## src/rtl/priv_clint_timer_if.sv

```systemverilog
// Request/busy bus into the CLINT window; the requester drives address, strobes and write data.
// Read data is meaningful only in the cycle after busy was high.
interface priv_clint_timer_if;
    logic [31:0] addr;
    logic        ren;
    logic        wen;
    logic [3:0]  byte_en;
    logic [31:0] wdata;
    logic [31:0] rdata;
    logic        busy;

    modport master (
        output addr, ren, wen, byte_en, wdata,
        input  rdata, busy
    );

    modport slave (
        input  addr, ren, wen, byte_en, wdata,
        output rdata, busy
    );
endinterface

```

## src/rtl/priv_clint_timer.sv

```systemverilog
// Machine-mode CLINT: mtime, mtimecmp and msip on a request/busy bus, feeding timer/software interrupts.
// Each claimed access takes 2 cycles (busy in IDLE, data/commit in ACCESS); misses are never claimed.
module priv_clint_timer #(
    parameter logic [31:0] BASE_ADDR = 32'hF000_0000,
    parameter int unsigned PRESCALE  = 1
) (
    input  logic              CLK,
    input  logic              nRST,
    priv_clint_timer_if.slave bus,
    output logic              timer_int_m,
    output logic              soft_int_m,
    output logic              clear_timer_int_m,
    output logic              clear_soft_int_m
);

    localparam logic [15:0] OFF_MSIP   = 16'h0000;
    localparam logic [15:0] OFF_CMP_LO = 16'h4000;
    localparam logic [15:0] OFF_CMP_HI = 16'h4004;
    localparam logic [15:0] OFF_MT_LO  = 16'hBFF8;
    localparam logic [15:0] OFF_MT_HI  = 16'hBFFC;
    localparam logic [15:0] PRE_MAX    = 16'(PRESCALE - 1);

    typedef enum logic {ST_IDLE, ST_ACCESS} state_t;

    state_t      r_state;
    state_t      w_state_nxt;
    logic [15:0] r_off;
    logic [31:0] r_wdata;
    logic [3:0]  r_be;
    logic        r_ren;
    logic        r_wen;
    logic [63:0] r_mtime;
    logic [63:0] r_mtimecmp;
    logic        r_msip;
    logic [15:0] r_pre;

    logic        w_hit;
    logic        w_busy;
    logic        w_latch;
    logic        w_commit;
    logic        w_tick;
    logic        w_cmp_hit;
    logic [31:0] w_rd_val;
    logic        w_unused;

    function automatic logic [31:0] merge_lanes(input logic [31:0] old_v,
                                                input logic [31:0] new_v,
                                                input logic [3:0]  be);
        logic [31:0] res;
        res = old_v;
        for (int b = 0; b < 4; b++) begin
            if (be[b]) res[b*8 +: 8] = new_v[b*8 +: 8];
        end
        return res;
    endfunction

    assign w_hit    = (bus.addr[31:16] == BASE_ADDR[31:16]);
    assign w_unused = &{1'b0, bus.addr[1:0]};

    always_comb begin
        w_state_nxt = r_state;
        w_busy      = 1'b0;
        w_latch     = 1'b0;
        case (r_state)
            ST_IDLE: begin
                if ((bus.ren | bus.wen) & w_hit) begin
                    w_busy      = 1'b1;
                    w_latch     = 1'b1;
                    w_state_nxt = ST_ACCESS;
                end
            end
            ST_ACCESS: w_state_nxt = ST_IDLE;
            default:   w_state_nxt = ST_IDLE;
        endcase
    end

    assign bus.busy = w_busy;
    assign w_commit = (r_state == ST_ACCESS) & r_wen;

    // Read data comes from live register values, so an mtime read sees the current count.
    always_comb begin
        w_rd_val = 32'd0;
        case (r_off)
            OFF_MSIP:   w_rd_val = {31'd0, r_msip};
            OFF_CMP_LO: w_rd_val = r_mtimecmp[31:0];
            OFF_CMP_HI: w_rd_val = r_mtimecmp[63:32];
            OFF_MT_LO:  w_rd_val = r_mtime[31:0];
            OFF_MT_HI:  w_rd_val = r_mtime[63:32];
            default:    w_rd_val = 32'd0;
        endcase
    end

    assign bus.rdata = ((r_state == ST_ACCESS) && r_ren) ? w_rd_val : 32'd0;

    always_ff @(posedge CLK or negedge nRST) begin
        if (!nRST) begin
            r_state <= ST_IDLE;
            r_off   <= 16'd0;
            r_wdata <= 32'd0;
            r_be    <= 4'd0;
            r_ren   <= 1'b0;
            r_wen   <= 1'b0;
        end else begin
            r_state <= w_state_nxt;
            if (w_latch) begin
                r_off   <= {bus.addr[15:2], 2'b00};
                r_wdata <= bus.wdata;
                r_be    <= bus.byte_en;
                r_ren   <= bus.ren;
                r_wen   <= bus.wen;
            end
        end
    end

    assign w_tick = (r_pre == PRE_MAX);

    always_ff @(posedge CLK or negedge nRST) begin
        if (!nRST) begin
            r_pre <= 16'd0;
        end else begin
            r_pre <= w_tick ? 16'd0 : r_pre + 16'd1;
        end
    end

    // A software write to either half replaces that cycle's increment; no carry crosses halves.
    always_ff @(posedge CLK or negedge nRST) begin
        if (!nRST) begin
            r_mtime <= 64'd0;
        end else if (w_commit && (r_off == OFF_MT_LO)) begin
            r_mtime[31:0] <= merge_lanes(r_mtime[31:0], r_wdata, r_be);
        end else if (w_commit && (r_off == OFF_MT_HI)) begin
            r_mtime[63:32] <= merge_lanes(r_mtime[63:32], r_wdata, r_be);
        end else if (w_tick) begin
            r_mtime <= r_mtime + 64'd1;
        end
    end

    always_ff @(posedge CLK or negedge nRST) begin
        if (!nRST) begin
            r_mtimecmp <= '1;
            r_msip     <= 1'b0;
        end else begin
            if (w_commit && (r_off == OFF_CMP_LO))
                r_mtimecmp[31:0] <= merge_lanes(r_mtimecmp[31:0], r_wdata, r_be);
            if (w_commit && (r_off == OFF_CMP_HI))
                r_mtimecmp[63:32] <= merge_lanes(r_mtimecmp[63:32], r_wdata, r_be);
            if (w_commit && (r_off == OFF_MSIP) && r_be[0])
                r_msip <= r_wdata[0];
        end
    end

    assign w_cmp_hit = (r_mtime >= r_mtimecmp);

    // Clear pulses rise in the same cycle the pending line drops.
    always_ff @(posedge CLK or negedge nRST) begin
        if (!nRST) begin
            timer_int_m       <= 1'b0;
            soft_int_m        <= 1'b0;
            clear_timer_int_m <= 1'b0;
            clear_soft_int_m  <= 1'b0;
        end else begin
            timer_int_m       <= w_cmp_hit;
            soft_int_m        <= r_msip;
            clear_timer_int_m <= timer_int_m & ~w_cmp_hit;
            clear_soft_int_m  <= soft_int_m & ~r_msip;
        end
    end

endmodule

```

## src/flat_wrapper.sv

```systemverilog
// flat-port wrapper written by rule: the top's interface ports become plain ports
module priv_clint_timer_flat 
#(
    parameter logic [31:0] BASE_ADDR = 32'hF000_0000,
    parameter int unsigned PRESCALE  = 1
)
  (CLK, nRST, timer_int_m, soft_int_m, clear_timer_int_m, clear_soft_int_m, bus_addr, bus_ren, bus_wen, bus_byte_en, bus_wdata, bus_rdata, bus_busy);
  priv_clint_timer_if bus_i ();
  input  logic CLK;
  input  logic nRST;
  output logic timer_int_m;
  output logic soft_int_m;
  output logic clear_timer_int_m;
  output logic clear_soft_int_m;
  input wire logic [$bits(bus_i.addr)-1:0] bus_addr;
  input wire logic [$bits(bus_i.ren)-1:0] bus_ren;
  input wire logic [$bits(bus_i.wen)-1:0] bus_wen;
  input wire logic [$bits(bus_i.byte_en)-1:0] bus_byte_en;
  input wire logic [$bits(bus_i.wdata)-1:0] bus_wdata;
  output wire logic [$bits(bus_i.rdata)-1:0] bus_rdata;
  output wire logic [$bits(bus_i.busy)-1:0] bus_busy;
  assign bus_i.addr = bus_addr;
  assign bus_i.ren = bus_ren;
  assign bus_i.wen = bus_wen;
  assign bus_i.byte_en = bus_byte_en;
  assign bus_i.wdata = bus_wdata;
  assign bus_rdata = bus_i.rdata;
  assign bus_busy = bus_i.busy;
  priv_clint_timer #(.BASE_ADDR(BASE_ADDR), .PRESCALE(PRESCALE)) u_core (.CLK(CLK), .nRST(nRST), .bus(bus_i), .timer_int_m(timer_int_m), .soft_int_m(soft_int_m), .clear_timer_int_m(clear_timer_int_m), .clear_soft_int_m(clear_soft_int_m));
endmodule
```

## config.mk

```make
export PLATFORM = sky130hd
export DESIGN_NAME = priv_clint_timer_flat
export DESIGN_NICKNAME = d
export VERILOG_FILES = /design/src/rtl/priv_clint_timer_if.sv /design/src/rtl/priv_clint_timer.sv /design/src/flat_wrapper.sv
export SDC_FILE = /design/constraint.sdc
export NUM_CORES = 1
export LEC_CHECK = 0
export ABC_AREA = 1
export CORE_UTILIZATION = 40
export DETAILED_ROUTE_END_ITERATION = 8
export GPL_ROUTABILITY_DRIVEN = 0
export SETUP_SLACK_MARGIN = 0.1
export SYNTH_ARGS = -nofsm -noshare
export SYNTH_HDL_FRONTEND = slang
export SYNTH_SLANG_ARGS = --single-unit
```

## constraint.sdc

```tcl
create_clock -name CLK -period 1.7 [get_ports CLK]
set_input_delay 0.34 -clock CLK [delete_from_list [all_inputs] [get_ports CLK]]
set_output_delay 0.34 -clock CLK [all_outputs]
set_load 0.005 [all_outputs]
```

==> results.json <==
{
  "finalCritPeriodShare_pct": 159,
  "cts_tree": "yes",
  "netSwitchingFraction_pct": 22.1,
  "p_total_mw": 10.9,
  "overflow": 0,
  "ff_latch_area_mm2": 0.00515,
  "core_mm2": 0.0345,
  "switchingPower_mw": 2.41,
  "h-tree-depth": 1,
  "ir_drop_v": 0.000604,
  "die-height_um": 190,
  "n_fill_cell": 3198,
  "path_clk_slew_ns": 0.06,
  "failed_checks": "negative setup slack",
  "first_pass_iters": 6,
  "total_leakage_power_nw": 10.0,
  "clock_power_share_pct": 52.9,
  "worstSkewPairLatency_ns": 0.56,
  "ant_nets": 0,
  "internal_power_mw": 8.48,
  "cts_buffer_depth": 3,
  "period_needed_ns": 2.71,
  "yosysWarnings": 0,
  "pwr-share-comb_pct": 2.8,
  "status": "complete, but fails checks",
  "die_area_mm2": 0.0359,
  "cts_inserted_buffers": 26,
  "syn-num-nets": 2246,
  "grt_pass1_wl_um": 82900,
  "wl_per_cell_um": 17.3,
  "cts_root_buf": "clkbuf_16",
  "yosysTopAreaCellShare_pct": 24.6,
  "fp.dieW_um": 190,
  "via_count": 15900,
  "synth_top_area_cell": "dfrtp_1",
  "multi_input_area_mm2": 0.00882,
  "cp-end-kind": "output pin",
  "startpoint_type": "flip-flop",
  "track_usage_pct": 29.6,
  "netlist_area_mm2": 0.0141,
  "synth_edf_count": 0,
  "port_buffers": 106,
  "relSlewSlack_pct": 55.0,
  "max_freq_mhz": 369,
  "syn_area_per_cell_um2": 6.67,
  "drive_above_1_share_pct": 31.8,
  "powerDensity_mw_per_mm2": 520,
  "grt_max_degree": 55,
  "grt_pass1_vias": 15800,
  "hp-class": "in -> reg",
  "routed_wl_um": 53400,
  "cp_data_arrival_time_ns": 2.37,
  "syn2layout_area_growth_pct": 49.0,
  "drv_cap": 0,
  "nNetsFinal": 2760,
  "hpwl_um": 39400,
  "antenna_found_initial": 0,
  "synth_cell_types": 47,
  "fin_ws_ns": -1.01,
  "initial_core_util_pct": 40.7,
  "rsz0062_at_grt": "true",
  "skew_ns": 0.0298,
  "drt_iter0_drc": 1373,
  "fin_util_pct": 60.7,
  "required_ns": 1.36,
  "cp_max_fo": 8,
  "layout_common_cells": "nand2_1 (685), buf_4 (396), inv_1 (221)",
  "layout_commonest_cell": "nand2_1",
  "synth_ff_type": "dfrtp_1",
  "synthArstFlopShare_pct": 100,
  "drc": 0,
  "setup_viol": 166,
  "ys_seq_area_share_pct": 36.5,
  "final_hold_viol_count": 0,
  "cts_sinks": 202,
  "synthCells": 2107,
  "ioPinCount": 109,
  "seq_power_share_pct": 44.3,
  "worst_slew_pin_slew_ns": 0.675,
  "core.rowCount": 68,
  "path_class": "reg -> out",
  "ys_top_cells_by_area": "dfrtp_1 (25%), nand2_1 (19%), dfstp_2 (12%)",
  "ys_ff_latch": 202,
  "insertedDiodeCount": 0,
  "routed_via_density": 5.15,
  "slew_violations": 0
}
-- sequential cells by signal, summed over array words and instances (netlist names) --
name	cells
u_core.r_off	14
u_core.r_pre	16
u_core.r_msip	1
u_core.r_mtimecmp	64
u_core.clear_soft_int_m	1
u_core.r_wen	1
u_core.timer_int_m	1
u_core.r_state	1
u_core.r_wdata	32
u_core.r_be	4
u_core.clear_timer_int_m	1
u_core.r_ren	1
u_core.r_mtime	64
u_core.soft_int_m	1
-- layout make-up --
type	count	share of cell area, %
Tap cell	455	2.72
Multi-Input combinational cell	1594	42.1
Clock inverter	13	0.854
Timing Repair Buffer	546	21.9
Inverter	251	4.50
Clock buffer	33	3.33
Sequential cell	202	24.6
-- cells in the mapped netlist, types with 5 or more instances --
| cell type | count |
|---|---|
| a21oi_1 | 30 |
| buf_2 | 21 |
| buf_4 | 8 |
| buf_6 | 9 |
| clkbuf_1 | 24 |
| dfrtp_1 | 138 |
| dfstp_2 | 64 |
| ha_1 | 67 |
| inv_1 | 247 |
| nand2_1 | 727 |
| nand2_4 | 7 |
| nand3_1 | 197 |
| nand4_1 | 39 |
| nor2_1 | 261 |
| nor2_2 | 6 |
| nor3_1 | 39 |
| o21ai_0 | 129 |
| o21ai_1 | 6 |
| o21ai_2 | 5 |
| xnor2_1 | 9 |
| xor2_1 | 16 |
-- metrics by stage --
| stage | instance area (µm²) | hold WS, ns | worst slack (ns) | std cells | TNS, ns |
|---|---|---|---|---|---|
| 3_3_place_gp | 18600 | 0.350 | -0.721 | 2997 | -69.04 |
| 6_report | 21000 | 0.311 | -1.01 | 3094 | -53.18 |
| 3_5_place_dp | 18600 | 0.348 | -0.731 | 2997 | -73.95 |
| 4_1_cts | 20100 | 0.292 | -1.08 | 3080 | -59.62 |
| 2_1_floorplan | 14300 | 0.0444 | -0.0606 | 2107 | -1.83 |
| 5_1_grt | 21000 | 0.320 | -1.12 | 3094 | -76.83 |
-- path summary, 6_finish.rpt --
| kind | start | to | slack, ns | cells after the start |
|---|---|---|---|---|
| worst max-delay path | u_core.r_off[14]$_DFFE_PN0P_ | bus_rdata[14] | -1.01 | 12 |
| worst max register to register | u_core.r_mtime[45]$_DFFE_PN0P_ | u_core.r_mtime[47]$_DFFE_PN0P_ | -0.33 | 10 |
| worst min register to register | u_core.r_mtimecmp[21]$_DFFE_PN1P_ | u_core.r_mtimecmp[21]$_DFFE_PN1P_ | 0.47 | 2 |
| worst min-delay path | bus_wdata[6] | u_core.r_wdata[6]$_DFFE_PN0P_ | 0.31 | 3 |
| max in group asynchronous | nRST | u_core.r_mtimecmp[7]$_DFFE_PN1P_ | 0.72 | 3 |
| min in group asynchronous | nRST | u_core.r_mtime[31]$_DFFE_PN0P_ | 0.33 | 2 |
-- power by group through the flow --
stage               registers, mW  logic (mW)  clock network, mW
CTS                          4.82       0.316               5.84
floorplan                    4.90     0.00800                  0
global route                 4.82       0.343               6.02
global placement             4.90       0.309                  0
detailed placement           4.90       0.314                  0
finish                       4.82       0.309               5.76
-- timing repair --
item | in CTS | in global routing
buffers inserted | 30 | 13
hold buffers | 1 | 0
cloned | 6 | 1
gates resized for setup | 295 | 173
endpoints found under the hold margin | 27 | 0
pin swaps | 50 | 88
endpoints found under the setup margin | 225 | 232
-- kinds of logic after synthesis --
family	share of synthesized area, %
xor+xnor	1.56
compound gates	7.24
simple gates	39.5
fa+ha+maj	5.96
flops	36.5
buf+inv	9.27
-- critical path, stage by stage, from the launching register on --
cell,delay [ns]
dfrtp_1,0.39
inv_2,0.09
nand3_2,0.09
nor4_4,0.26
buf_6,0.16
buf_6,0.10
buf_12,0.12
buf_16,0.14
nand3_1,0.08
o21ai_1,0.09
nor2_1,0.05
nor2_1,0.11
buf_2,0.12
-- metal layers --
metal  GRT usage [%]  vias up  share of wire [%]
met5               0        -                  0
met4            12.0        0                4.6
met3            4.37      151                7.0
met2            48.8      627                 46
met1            38.8     7428                 43
li1                -     7727                  -
Power figures use the tool's default switching activity.
